[src/rtl/xp10_decomp_fe_tlv_split_pkg.sv]
`default_nettype none
// ============================================================================
// Module      : xp10_decomp_fe_tlv_split_pkg
// Description : Shared types and constants for the XP10 decompressor front-end
//               TLV splitter: FSM state encoding, tctl bit positions, header
//               field offsets and the default user-type routing mask.
// Revision    : 1.0 - initial release
// ============================================================================
package xp10_decomp_fe_tlv_split_pkg;

    // Splitter FSM states
    typedef enum logic [1:0] {
        IDLE = 2'd0,
        PT   = 2'd1,
        USR  = 2'd2,
        DROP = 2'd3
    } tlv_state_t;

    // tctl bit positions
    localparam int c_ctl_sot  = 0;
    localparam int c_ctl_eot  = 1;
    localparam int c_ctl_last = 2;

    // Header word field positions
    localparam int c_hdr_type_lsb = 0;
    localparam int c_hdr_type_msb = 7;
    localparam int c_hdr_len_lsb  = 16;
    localparam int c_hdr_len_msb  = 31;

    // Types 2 and 3 go to the user port by default
    localparam logic [31:0] c_usr_type_mask_dflt = 32'h0000_000C;

    localparam logic [15:0] c_cnt_max = 16'hFFFF;

    // Increment that sticks at all-ones
    function automatic logic [15:0] sat_inc(input logic [15:0] value);
        return (value == c_cnt_max) ? value : value + 16'd1;
    endfunction

endpackage : xp10_decomp_fe_tlv_split_pkg

`default_nettype wire

[src/rtl/xp10_decomp_fe_skid.sv]
`default_nettype none
// ============================================================================
// Module      : xp10_decomp_fe_skid
// Description : Two-entry skid buffer with valid/ready on both sides. The
//               input ready is registered and drops the cycle after the
//               buffer holds two entries; it is low while in reset.
// Revision    : 1.0 - initial release
// ============================================================================
module xp10_decomp_fe_skid #(
    parameter int DEPTH = 2,
    parameter int WIDTH = 67
) (
    input  logic             clk,
    input  logic             rst,
    input  logic             in_valid,
    output logic             in_ready,
    input  logic [WIDTH-1:0] in_data,
    output logic             out_valid,
    input  logic             out_ready,
    output logic [WIDTH-1:0] out_data
);

    localparam logic [1:0] c_depth = DEPTH[1:0];

    logic [WIDTH-1:0] r_mem [2];
    logic             r_wr_ptr;
    logic             r_rd_ptr;
    logic [1:0]       r_count;
    logic             r_ready;
    logic             w_push;
    logic             w_pop;
    logic [1:0]       w_count_nxt;

    assign w_push    = in_valid && r_ready;
    assign out_valid = (r_count != 2'd0);
    assign w_pop     = out_valid && out_ready;
    assign in_ready  = r_ready;
    assign out_data  = r_mem[r_rd_ptr];

    // Occupancy after this cycle's push/pop
    always_comb begin
        w_count_nxt = r_count;
        if (w_push && !w_pop) begin
            w_count_nxt = r_count + 2'd1;
        end else if (!w_push && w_pop) begin
            w_count_nxt = r_count - 2'd1;
        end
    end

    // Pointers, occupancy and registered ready
    always_ff @(posedge clk or posedge rst) begin
        if (rst) begin
            r_wr_ptr <= 1'b0;
            r_rd_ptr <= 1'b0;
            r_count  <= 2'd0;
            r_ready  <= 1'b0;
        end else begin
            r_count <= w_count_nxt;
            r_ready <= (w_count_nxt != c_depth);
            if (w_push) begin
                r_wr_ptr <= ~r_wr_ptr;
            end
            if (w_pop) begin
                r_rd_ptr <= ~r_rd_ptr;
            end
        end
    end

    // Storage; contents are don't-care until written
    always_ff @(posedge clk) begin
        if (w_push) begin
            r_mem[r_wr_ptr] <= in_data;
        end
    end

endmodule : xp10_decomp_fe_skid

`default_nettype wire

[src/rtl/xp10_decomp_fe_tlv_split.sv]
`default_nettype none
// ============================================================================
// Module      : xp10_decomp_fe_tlv_split
// Description : Splits the ingress TLV word stream into a pass-through FIFO
//               write port and a user-side valid/ready stream, routed on the
//               TLV type of each header. Detects framing and length errors.
//               Optional macro XP10_DECOMP_FE_TLV_ERR_CNT_EN enables the
//               saturating error counter (err_cnt is zero otherwise).
// Revision    : 1.0 - initial release
// ============================================================================
module xp10_decomp_fe_tlv_split
    import xp10_decomp_fe_tlv_split_pkg::*;
#(
    parameter logic [31:0] USR_TYPE_MASK = c_usr_type_mask_dflt,
    parameter int          SKID_DEPTH    = 2
) (
    input  logic        clk,
    input  logic        rst,
    input  logic        axi_ib_tvalid,
    output logic        axi_ib_tready,
    input  logic [63:0] axi_ib_tdata,
    input  logic [2:0]  axi_ib_tctl,
    output logic        pt_ib_wr,
    output logic [63:0] pt_ib_data,
    output logic [2:0]  pt_ib_ctl,
    input  logic        pt_ib_afull,
    output logic        usr_valid,
    output logic [63:0] usr_data,
    output logic [2:0]  usr_ctl,
    output logic [7:0]  usr_type,
    input  logic        usr_ready,
    output logic        err_pulse,
    output logic [15:0] err_cnt
);

    // Skid buffer head
    logic        w_head_valid;
    logic [66:0] w_head_word;
    logic [63:0] w_head_data;
    logic [2:0]  w_head_ctl;
    logic        w_pop;

    // FSM and TLV context
    tlv_state_t  r_state;
    tlv_state_t  w_state_nxt;
    logic [7:0]  r_type;
    logic [7:0]  w_type_nxt;
    logic [15:0] r_len;
    logic [15:0] w_len_nxt;
    logic [15:0] r_cnt;
    logic [15:0] w_cnt_nxt;

    // Header decode of the head word
    logic [7:0]  w_hdr_type;
    logic [15:0] w_hdr_len;
    logic        w_hdr_usr;
    logic        w_hdr_dest_ok;
    logic        w_body_dest_ok;
    logic        w_usr_space;

    // Forwarding controls
    logic        w_pt_fwd;
    logic        w_usr_fwd;
    logic [2:0]  w_fwd_ctl;
    logic [7:0]  w_fwd_type;
    logic        w_err;

    // Output registers
    logic        r_pt_wr;
    logic [63:0] r_pt_data;
    logic [2:0]  r_pt_ctl;
    logic        r_usr_valid;
    logic [63:0] r_usr_data;
    logic [2:0]  r_usr_ctl;
    logic [7:0]  r_usr_type;
    logic        r_err_pulse;

    xp10_decomp_fe_skid #(
        .DEPTH (SKID_DEPTH),
        .WIDTH (67)
    ) u_skid (
        .clk       (clk),
        .rst       (rst),
        .in_valid  (axi_ib_tvalid),
        .in_ready  (axi_ib_tready),
        .in_data   ({axi_ib_tctl, axi_ib_tdata}),
        .out_valid (w_head_valid),
        .out_ready (w_pop),
        .out_data  (w_head_word)
    );

    assign w_head_data = w_head_word[63:0];
    assign w_head_ctl  = w_head_word[66:64];

    // Only types below 32 can be steered to the user port
    assign w_hdr_type  = w_head_data[c_hdr_type_msb:c_hdr_type_lsb];
    assign w_hdr_len   = w_head_data[c_hdr_len_msb:c_hdr_len_lsb];
    assign w_hdr_usr   = (w_hdr_type[7:5] == 3'd0) && USR_TYPE_MASK[w_hdr_type[4:0]];

    // User output register can take a word if empty or draining this cycle
    assign w_usr_space    = !r_usr_valid || usr_ready;
    assign w_hdr_dest_ok  = w_hdr_usr ? w_usr_space : !pt_ib_afull;
    assign w_body_dest_ok = (r_state == USR) ? w_usr_space : !pt_ib_afull;

    // Next-state, pop and forwarding decisions for the skid head word
    always_comb begin
        w_state_nxt = r_state;
        w_type_nxt  = r_type;
        w_len_nxt   = r_len;
        w_cnt_nxt   = r_cnt;
        w_pop       = 1'b0;
        w_err       = 1'b0;
        w_pt_fwd    = 1'b0;
        w_usr_fwd   = 1'b0;
        w_fwd_ctl   = w_head_ctl;
        w_fwd_type  = r_type;
        case (r_state)
            IDLE, DROP: begin
                if (w_head_valid) begin
                    if (w_head_ctl[c_ctl_sot]) begin
                        // New header: wait until its destination has room
                        if (w_hdr_dest_ok) begin
                            w_pop      = 1'b1;
                            w_pt_fwd   = !w_hdr_usr;
                            w_usr_fwd  = w_hdr_usr;
                            w_fwd_type = w_hdr_type;
                            w_type_nxt = w_hdr_type;
                            w_len_nxt  = w_hdr_len;
                            w_cnt_nxt  = 16'd1;
                            if (w_head_ctl[c_ctl_eot]) begin
                                w_err       = (w_hdr_len != 16'd1);
                                w_state_nxt = IDLE;
                            end else begin
                                w_state_nxt = w_hdr_usr ? USR : PT;
                            end
                        end
                    end else begin
                        // Orphan body word: drop it, flag only the first one
                        w_pop       = 1'b1;
                        w_err       = (r_state == IDLE);
                        w_state_nxt = DROP;
                    end
                end
            end
            PT, USR: begin
                if (w_head_valid && w_body_dest_ok) begin
                    w_pop     = 1'b1;
                    w_pt_fwd  = (r_state == PT);
                    w_usr_fwd = (r_state == USR);
                    if (w_head_ctl[c_ctl_sot]) begin
                        // Premature header closes the current TLV instead
                        w_fwd_ctl[c_ctl_eot] = 1'b1;
                        w_err                = 1'b1;
                        w_state_nxt          = IDLE;
                    end else begin
                        w_cnt_nxt = sat_inc(r_cnt);
                        if (w_head_ctl[c_ctl_eot]) begin
                            w_err       = (w_cnt_nxt != r_len);
                            w_state_nxt = IDLE;
                        end
                    end
                end
            end
            default: begin
                w_state_nxt = IDLE;
            end
        endcase
    end

    // FSM state and latched TLV context
    always_ff @(posedge clk or posedge rst) begin
        if (rst) begin
            r_state <= IDLE;
            r_type  <= 8'd0;
            r_len   <= 16'd0;
            r_cnt   <= 16'd0;
        end else begin
            r_state <= w_state_nxt;
            r_type  <= w_type_nxt;
            r_len   <= w_len_nxt;
            r_cnt   <= w_cnt_nxt;
        end
    end

    // Pass-through write port: one-cycle write strobe with the word
    always_ff @(posedge clk or posedge rst) begin
        if (rst) begin
            r_pt_wr   <= 1'b0;
            r_pt_data <= 64'd0;
            r_pt_ctl  <= 3'd0;
        end else begin
            r_pt_wr <= w_pt_fwd;
            if (w_pt_fwd) begin
                r_pt_data <= w_head_data;
                r_pt_ctl  <= w_fwd_ctl;
            end
        end
    end

    // User output register: holds the word until accepted
    always_ff @(posedge clk or posedge rst) begin
        if (rst) begin
            r_usr_valid <= 1'b0;
            r_usr_data  <= 64'd0;
            r_usr_ctl   <= 3'd0;
            r_usr_type  <= 8'd0;
        end else if (w_usr_fwd) begin
            r_usr_valid <= 1'b1;
            r_usr_data  <= w_head_data;
            r_usr_ctl   <= w_fwd_ctl;
            r_usr_type  <= w_fwd_type;
        end else if (usr_ready) begin
            r_usr_valid <= 1'b0;
        end
    end

    // At most one error is reported per cycle
    always_ff @(posedge clk or posedge rst) begin
        if (rst) begin
            r_err_pulse <= 1'b0;
        end else begin
            r_err_pulse <= w_err;
        end
    end

`ifdef XP10_DECOMP_FE_TLV_ERR_CNT_EN
    logic [15:0] r_err_cnt;

    // Saturating error counter
    always_ff @(posedge clk or posedge rst) begin
        if (rst) begin
            r_err_cnt <= 16'd0;
        end else if (w_err) begin
            r_err_cnt <= sat_inc(r_err_cnt);
        end
    end

    assign err_cnt = r_err_cnt;
`else
    assign err_cnt = 16'h0000;
`endif

    assign pt_ib_wr   = r_pt_wr;
    assign pt_ib_data = r_pt_data;
    assign pt_ib_ctl  = r_pt_ctl;
    assign usr_valid  = r_usr_valid;
    assign usr_data   = r_usr_data;
    assign usr_ctl    = r_usr_ctl;
    assign usr_type   = r_usr_type;
    assign err_pulse  = r_err_pulse;

endmodule : xp10_decomp_fe_tlv_split

`default_nettype wire

[config.mk]
export PLATFORM = sky130hd
export DESIGN_NAME = xp10_decomp_fe_tlv_split
export DESIGN_NICKNAME = d
export VERILOG_FILES = /design/src/rtl/xp10_decomp_fe_tlv_split_pkg.sv /design/src/rtl/xp10_decomp_fe_skid.sv /design/src/rtl/xp10_decomp_fe_tlv_split.sv
export SDC_FILE = /design/constraint.sdc
export NUM_CORES = 1
export LEC_CHECK = 0
export ABC_AREA = 1
export ABC_CLOCK_PERIOD_IN_PS = 6880
export BUFFER_PORTS_ARGS = -buffer_cell sky130_fd_sc_hd__clkbuf_2
export CAP_MARGIN = 15
export CORE_UTILIZATION = 56
export DETAILED_ROUTE_END_ITERATION = 8
export PLACE_DENSITY_LB_ADDON = 0.05
export RECOVER_POWER = 100
export SLEW_MARGIN = 20
export SYNTH_ARGS = -nofsm -noshare
export SYNTH_HDL_FRONTEND = slang
export SYNTH_HIERARCHICAL = 1
export SYNTH_SLANG_ARGS = --single-unit
export TNS_END_PERCENT = 5
[constraint.sdc]
create_clock -name clk -period 6.88 [get_ports clk]
set_input_delay 1.376 -clock clk [delete_from_list [all_inputs] [get_ports clk]]
set_output_delay 1.376 -clock clk [all_outputs]
set_load 0.01 [all_outputs]
Yosys cells after proc, flatten, opt, wreduce, memory -nomap -nowiden
Memory sizes are Yosys's and may differ from the RTL's.
Cells that the tools add are included.
{"block": "totals", "register_bits": 192, "ramBits": 134, "romBits": 32, "input_bits": 72, "memories": 2}
{"memory": "u_skid.r_mem", "words": 2, "width": 67, "read_ports": 1, "rd_clocked_by_memory_dff": 0, "write_ports": 1, "line_no": "xp10_decomp_fe_skid.sv:25", "text": "logic [WIDTH-1:0] r_mem [2];"}
{"memory": "(no name shown)", "words": 32, "width": 1, "read_ports": 1, "rd_clocked_by_memory_dff": 0, "write_ports": 0, "line_no": "xp10_decomp_fe_tlv_split.sv:98", "text": "assign w_hdr_usr = (w_hdr_type[7:5] == 3'd0) && USR_TYPE_MASK[w_hdr_type[4:0]];"}
{"block": "op_classes", "addsub": 3, "n_lt_le_gt_ge": 1, "n_eq_ne": 14, "n_mux": 55, "bitwise_logic": 2, "n_reduce_logical": 21}
{"cell": "16-bit two-way mux", "n": 6}
{"cell": "8-bit two-way mux", "n": 4}
{"cell": "16-bit case mux with 2 select lines", "n": 1}
{"cell": "1-bit two-way mux", "n": 29}
{"cell": "2-bit two-way mux", "n": 10}
{"cell": "16-bit by 1-bit adder with 16-bit output, second input constant", "n": 1}
{"cell": "16-bit == test, second input constant", "n": 1}
{"cell": "16-bit by 1-bit inequality test with 1-bit output, second input constant", "n": 1}
{"cell": "16-bit inequality test", "n": 1}
{"cell": "2-bit inequality test, second input constant", "n": 5}
{"cell": "1-bit case mux with 2 select lines", "n": 4}
{"cell": "4-bit AND reduction", "n": 2}
{"cell": "1-bit logical AND", "n": 6}
{"cell": "5-bit by 6-bit < comparator with 1-bit output, second input constant", "n": 1}
{"cell": "3-bit inequality test, second input constant", "n": 2}
{"cell": "1-bit zero test", "n": 5}
{"cell": "5-bit AND reduction", "n": 1}
{"cell": "2-bit == test, second input constant", "n": 2}
{"cell": "2-bit case mux with 2 select lines", "n": 1}
{"cell": "2-bit nonzero test", "n": 2}
{"cell": "2-bit OR reduction", "n": 2}
{"cell": "3-bit zero test", "n": 1}
{"cell": "2-bit by 1-bit adder with 2-bit output, second input constant", "n": 1}
{"cell": "2-bit by 1-bit == test with 1-bit output, second input constant", "n": 1}
{"cell": "5 further kinds", "n": 6}

Depth between registers and ports, before layout
Gate-level depths: netlist (run 1).
An unclocked memory read counts as a cell.
{"block": "depth", "ltp_word": 14, "depth_mapped": 19}

By module
The synthesis (run 1) kept the hierarchy.
{"module": "xp10_decomp_fe_tlv_split", "n_inst": 1, "cells_per_inst": 964, "area_per_inst_um2": 8137.8}
{"module": "xp10_decomp_fe_skid", "n_inst": 1, "cells_per_inst": 383, "area_per_inst_um2": 5143.7}

Least setup slack after synthesis (run 1)
No wires, ideal clock.
{"block": "synth_timing", "kind": "input to register", "start": "in axi_ib_tvalid", "end": "mem u_skid.r_mem[0][0] (enable)", "setup_time_ns": 0.493, "t_arrival_ns": 4.302, "t_required_ns": 6.387, "path_slack_ns": 2.085, "path_stages": 2, "n_path_buf": 0, "path_cell_list": "nand2_1 > nor2_1"}
{"block": "synth_between", "elab_chain_len": 3}
{"item": "start: declaration", "line_no": "xp10_decomp_fe_tlv_split.sv:19", "text": "input logic axi_ib_tvalid,"}
{"item": "1-bit logical AND", "line_no": "xp10_decomp_fe_skid.sv:34", "text": "assign w_push = in_valid && r_ready;"}
{"item": "1-bit two-way mux", "line_no": "xp10_decomp_fe_skid.sv:71", "text": "if (w_push) begin"}
{"item": "1-bit two-way mux (not written as such)", "line_no": "xp10_decomp_fe_skid.sv:72", "text": "r_mem[r_wr_ptr] <= in_data;"}
{"item": "end: declaration", "line_no": "xp10_decomp_fe_skid.sv:25"}
Every way passes these cells.

Worst setup path after layout (run 1)
{"block": "layout_timing", "start": "in axi_ib_tvalid", "end": "mem u_skid.r_mem[0][13] (enable)"}
Same word-level chain as after synthesis.

==> results of run 1 <==
## synthesized netlist by cell type, types with 2 or more instances
cell,count,area share [%]
a21oi_1,29,1.1
a31oi_1,2,0.094
buf_2,24,0.90
buf_4,24,1.4
buf_6,6,0.51
clkbuf_1,16,0.45
dfrtp_1,192,36
edfxtp_1,134,30
ha_1,5,0.47
inv_1,125,3.5
inv_2,2,0.057
nand2_1,538,15
nand2_2,3,0.14
nand3_1,32,1.2
nand3_2,2,0.15
nand3b_1,3,0.17
nand4_1,10,0.47
nor2_1,56,1.6
nor2_2,3,0.14
nor2_4,2,0.17
nor3_1,4,0.15
o21ai_0,103,3.9
o21ai_1,3,0.11
o22ai_1,6,0.28
o31ai_1,2,0.11
xnor2_1,2,0.13
xor2_1,9,0.59
## power by group through the flow
stage                     Combinational (mW)  Sequential (mW)  Clock [mW]
after detailed placement                2.60             3.12           0
final                                   2.47             3.11        1.87
after floorplan                         1.59             3.25           0
after global placement                  2.52             3.11           0
after CTS                               2.61             3.10        1.90
after global routing                    2.83             3.19        1.98
## critical path, stage by stage
cell and delay (ns):
clkbuf_2 0.08, nand2_1 0.13, nor2_1 1.05, clkbuf_1 2.30
## metrics by stage
step / instances / utilization [%] / hold WS [ns]
global route: 1893 / 67.0 / 0.499
global placement: 1829 / 63.2 / 0.454
detailed placement: 1829 / 63.2 / 0.461
CTS: 1893 / 68.3 / 0.475
floorplan: 1362 / - / 0.461
finish: 1896 / 67.0 / 0.472
## placed cells by master, fill, tap and decap left out, types with 2 or more instances in the layout
cell type and instances:
nand2_1 537, clkbuf_1 197, dfrtp_1 191, edfxtp_1 134, inv_1 124, o21ai_0 107, nor2_1 57, clkbuf_16 36
nand3_1 32, a21oi_1 30, clkbuf_2 27, conb_1 16, nand4_1 10, clkinv_2 10, xor2_1 9, o22ai_1 6
clkbuf_8 6, nor3_1 5, ha_1 5, nand2_2 4, buf_4 4, diode_2 3, nor2_2 3, nand3b_1 3
clkinvlp_4 3, xnor2_1 2, nand3_2 2, a31oi_1 2, o31ai_1 2, bufinv_16 2, inv_6 2
## kinds of logic (layout without fill, tap and decap cells)
logic type	Yosys count	in the layout
compound gates	150	150
xor+xnor	11	11
fa+ha+maj	5	5
buf+inv	199	417
flops	326	326
other cells	1	19
simple gates	655	655
## layout make-up
cell class | count | area share (%)
Inverter | 128 | 3.20
Tap cell | 313 | 2.55
Clock inverter | 19 | 1.14
Multi-Input combinational cell | 837 | 23.3
Clock buffer | 45 | 6.48
Timing Repair Buffer | 225 | 5.82
Antenna cell | 3 | 0.0489
Sequential cell | 326 | 57.5
## how the worst max path moves through the flow
stage	from	end	depth (start not counted)
finish	axi_ib_tvalid	u_skid/r_mem[0][13]$_DFFE_PP_	4
global route	axi_ib_tvalid	u_skid/r_mem[1][14]$_DFFE_PP_	4
CTS	u_skid/r_rd_ptr$_DFFE_PP0P_	pt_ib_data[36]$_DFFE_PP0P_	9
detailed placement	pt_ib_afull	pt_ib_data[36]$_DFFE_PP0P_	10
global placement	pt_ib_afull	usr_data[26]$_DFFE_PP0P_	12
floorplan	rst	err_pulse$_DFF_PP0_	1
## sequential cells by signal (all words and copies together), names as in the netlist, 2 cells and up
name and cells:
pt_ib_ctl 3, r_type 8, usr_data 64, u_skid/r_count 2
usr_type 8, usr_ctl 3, r_len 16, u_skid/r_mem 134
pt_ib_data 64, r_state 2, r_cnt 16
## per-layer routing
metal	vias to the layer above	GRT usage [%]	share of wire [%]
li1	4686	-	-
met1	4574	33.8	45
met5	-	0	0.091
met4	4	7.89	2.4
met2	259	39.8	46
met3	53	6.44	6.8
==> results.md, run 1 <==
- Failing checks: capacitance limit, slew limit
- Layout net count: 1630
- Slew Limit Headroom: -109%
- Hold Buf Count CTS: 0
- Int Power: 4.58 mW
- Switching share of power: 38.5%
- Post-synthesis compound-gate area fraction: 5.90%
- All-Layer GR Usage: 25.0%
- Die area: 24300 µm²
- RSZ-0062 raised after global routing: false
- Adder-cell share of the synthesized area: 0.471%
- Drt wl/cell: 15.6 µm
- Vias in the first global route: 9197
- DRT iter0 DRCs: 682
- Dpl cell area: 14500 µm²
- FF-to-FF setup slack: 2.30 ns
- Cts repair resizes: 0
- Cell area power density: 485 nW/µm²
- Tmin final: 4.92 ns
- Area occupied by registers: 8830 µm²
- Combinational power share: 33.2%
- Cell Rows: 55
- Synth Warn #: 6
- Sequential element share of the synthesized area: 66.5%
- Port bufs: 217
- Element type at the critical path end: flip-flop
- Share of flip-flops with an asynchronous set or reset: 58.9%
- Clock power share: 25.1%
- Setup TNS Final: 0 ns
- Flop pwr share: 41.8%
- Layout cells sized above 1: 6.77%
- Core Box Area: 22900 µm²
- Main combinational cell family by area after synthesis: simple AND/OR/NAND/NOR gates
- H-tree depth: 2
- DRC violations left: 0
- Final Setup Violations: 0
- Status: finished with violations
- Flop and latch count out of synthesis: 326
- Largest net degree at the start of global routing: 131
- Worst-Margin Slew: 3.14 ns
- Data required, critical path: 6.93 ns
- CTS tree: done
- Die Y: 156 µm
- Detailed Routing Iterations Pass 1: 5
- First-pass GRT wire length: 47300 µm
- Vias: 9576
- Reg2reg end: pt_ib_data[36]$_DFFE_PP0P_
- Mapped Area: 13300 µm²
- HP Class: reg -> reg
- Clk slew on worst S/H paths: 0.06 ns
- I/O pins: 234
- Cells on worst reg2reg path: 9
- Most common flop cell mapped by yosys: dfrtp_1
- Worst-Skew Late Latency: 0.52 ns
- Post-layout worst setup margin: 1.96 ns
- XOR/XNOR Fraction of Synth Area: 0.725%
- Arrival time at the worst endpoint: 4.97 ns
- R2r startpoint: u_skid/r_rd_ptr$_DFFE_PP0P_
- Syn Inst Count: 1347
- Cells on Worst Hold Path: 2
- Area of the multi-input gates: 3580 µm²
- Yosys cell types: 37
- Period utilization: 71.5%
- Fin area: 15400 µm²
- Clk sink count: 326
- Slew Viols, Final: 292
- Post-synthesis mux area share: 0%
- Worst Skew: 0.00983 ns
- Overall routed net length: 29600 µm
- Post-synthesis simple-gate area fraction: 19.5%
- Post-synth EDFFs: 134
- Hold_sp: usr_data[53]$_DFFE_PP0P_
- GP Congestion: 0.923
- Initial Util: 58.0%
- Synth-to-Final Area Change: 15.6%
- Hold EP: usr_data[53]$_DFFE_PP0P_
- Clk buf depth: 3
- Pre-CTS setup slack: 3.03 ns
- Die Wd: 156 µm
- Setup bufs post-CTS: 0
- Crit start category: input pin
- CTS Root Cell: clkbuf_16
- Drt via density: 5.05
- Worst-path maximum fanout: 52
- FILL cells: 1932
- Detailed Place HPWL: 18900 µm
- VDD IR-drop max: 0.000306 V
- Aggregate global routing overflow: 0
- Peak Freq: 203 MHz
- Max Cap Violations: 6
- Power Total: 7.45 mW
- P_leak: 7.03 nW
- Syn_area_per_cell: 9.86 µm²
- Antenna-violating nets left: 0
- Psw: 2.87 mW
- Final hold violations: 0
- Initial antenna violation count: 5
- Num CTS Buffers: 35
- Critical path class: in -> reg
Note: power is estimated with default switching activity, not from simulation.
==> run 2: changes to the inputs <==
Settings changed: ABC_CLOCK_PERIOD_IN_PS 6880 to 4440, CORE_UTILIZATION 56 to 50.
Clock period 6.88 ns to 4.44 ns, I/O delays scaled along.
==> run 2 against run 1 <==
The flow still finishes with violations (capacitance limit, slew limit). Register-to-register slack got worse by 1.5 ns. Die area grew 12%. Cell count up 1.3%. Worst hold slack worse by 0.20 ns. Largest power group unchanged. Clock power is 51% higher. Cell area increased by 0.60%. Utilization down 7.7 points. Critical path type is now reg -> reg. Critical endpoint is now pt_ib_data[43]$_DFFE_PP0P_.
==> results.md, run 2 (synthesized netlist as in run 1, its figures left out) <==
- Largest net degree at the start of global routing: 122
- Critical path class: reg -> reg
- Final hold violations: 0
- Cell area power density: 746 nW/µm²
- DRC violations left: 0
- Crit start category: flip-flop
- Clk slew on worst S/H paths: 0.06 ns
- Cts repair resizes: 0
- Reg2reg end: pt_ib_data[43]$_DFFE_PP0P_
- Data required, critical path: 4.81 ns
- DRT iter0 DRCs: 670
- Max reg flops: 134
- Port bufs: 217
- Layout cells sized above 1: 7.07%
- Arrival time at the worst endpoint: 3.99 ns
- Drt via density: 4.89
- HP Class: in -> async
- P_leak: 7.06 nW
- Worst-path maximum fanout: 82
- Vias in the first global route: 9014
- Peak Freq: 276 MHz
- Period utilization: 81.5%
- Element type at the critical path end: flip-flop
- CTS tree: done
- First-pass GRT wire length: 47900 µm
- Drt wl/cell: 15.8 µm
- FILL cells: 2378
- Setup bufs post-CTS: 0
- All-Layer GR Usage: 22.9%
- Die Y: 165 µm
- Tmin final: 3.62 ns
- Fin area: 15500 µm²
- Overall routed net length: 30400 µm
- Failing checks: capacitance limit, slew limit
- Slew Limit Headroom: -29.7%
- FF-to-FF setup slack: 0.82 ns
- R2r startpoint: u_skid/r_rd_ptr$_DFFE_PP0P_
- Num CTS Buffers: 36
- Slew Viols, Final: 136
- Worst-Skew Late Latency: 0.52 ns
- Most flops, register: u_skid/r_mem
- Clk buf depth: 3
- Die area: 27200 µm²
- Core Box Area: 26100 µm²
- Synth-to-Final Area Change: 16.3%
- Aggregate global routing overflow: 0
- Initial Util: 51.0%
- H-tree depth: 2
- I/O pins: 234
- Worst-Margin Slew: 1.95 ns
- Detailed Routing Iterations Pass 1: 5
- Dpl cell area: 14600 µm²
- Commonest cells after routing, fill and taps aside: 537 x nand2_1, 198 x clkbuf_1, 192 x dfrtp_1
- Setup TNS Final: 0 ns
- Cell Rows: 59
- Clk sink count: 326
- CTS Root Cell: clkbuf_16
- Cells on worst reg2reg path: 8
- VDD IR-drop max: 0.000498 V
- Worst setup path endpoint: pt_ib_data[43]$_DFFE_PP0P_
- Most common cell after layout, fill and taps aside: nand2_1
- Vias: 9395
- Status: finished with violations
- Initial antenna violation count: 4
- Layout net count: 1634
- Detailed Place HPWL: 19600 µm
- Antenna-violating nets left: 0
- Hold Buf Count CTS: 0
- Crit. Startpoint: u_skid/r_rd_ptr$_DFFE_PP0P_
- Final Setup Violations: 0
- RSZ-0062 raised after global routing: false
- GP Congestion: 0.902
- Worst Skew: 0.0130 ns
- Max Cap Violations: 2
- Die Wd: 165 µm
[run 2: power breakdown]
part,internal [mW],switching (mW)
clock,1.65,1.18
combinational,1.14,2.71
sequential,4.27,0.578
total,7.06,4.46
[run 2: worst min-delay path by stage]
stage                     cells after the start                startpoint                          end
final                                         2                       rst  u_skid/r_rd_ptr$_DFFE_PP0P_
after global routing                          2                       rst  u_skid/r_rd_ptr$_DFFE_PP0P_
after CTS                                     2                       rst    pt_ib_data[4]$_DFFE_PP0P_
after detailed placement                      2  usr_data[37]$_DFFE_PP0P_     usr_data[37]$_DFFE_PP0P_
after global placement                        2  usr_data[59]$_DFFE_PP0P_     usr_data[59]$_DFFE_PP0P_
after floorplan                               2       r_type[0]$_DFF_PP0_          r_type[0]$_DFF_PP0_
[run 2: worst max-delay path: stages, from the launching register on]
cell	delay [ns]
dfrtp_1	0.56
inv_4	0.68
nand2_1	0.10
nand2_1	0.18
inv_1	0.15
nor2_1	0.22
a32o_4	0.82
clkbuf_1	0.55
o21ai_0	0.17
[run 2: final cells by class]
cell class | instances | area, µm² | area share [%]
multi-input cells | 837 | 3610 | 23.3
inverters | 128 | 484 | 3.13
diodes | 2 | 5.00 | 0.0324
repair buffers | 228 | 976 | 6.32
clock inverters | 9 | 77.6 | 0.502
well taps | 335 | 419 | 2.71
clock buffers | 56 | 1060 | 6.83
flip-flops and latches | 326 | 8830 | 57.1
[run 2: per-layer routing]
metal | vias up | track usage [%] | part of all wire, %
met3 | 45 | 6.10 | 7.3
li1 | 4684 | - | -
met5 | - | 0 | 0.056
met1 | 4406 | 32.0 | 45
met4 | 2 | 6.26 | 2.1
met2 | 258 | 35.2 | 45
[run 2: metrics by stage]
step / hold slack, ns / cells / util (%) / setup slack [ns] / power, mW
after floorplan: 0.461 / 1362 / - / 0.133 / 7.50
after global placement: 0.456 / 1854 / 55.9 / 1.17 / 8.86
after detailed placement: 0.462 / 1854 / 55.9 / 1.11 / 8.93
after CTS: 0.269 / 1919 / 60.3 / 1.08 / 11.8
after global routing: 0.302 / 1920 / 59.3 / 0.371 / 12.4
final: 0.272 / 1921 / 59.3 / 0.822 / 11.5
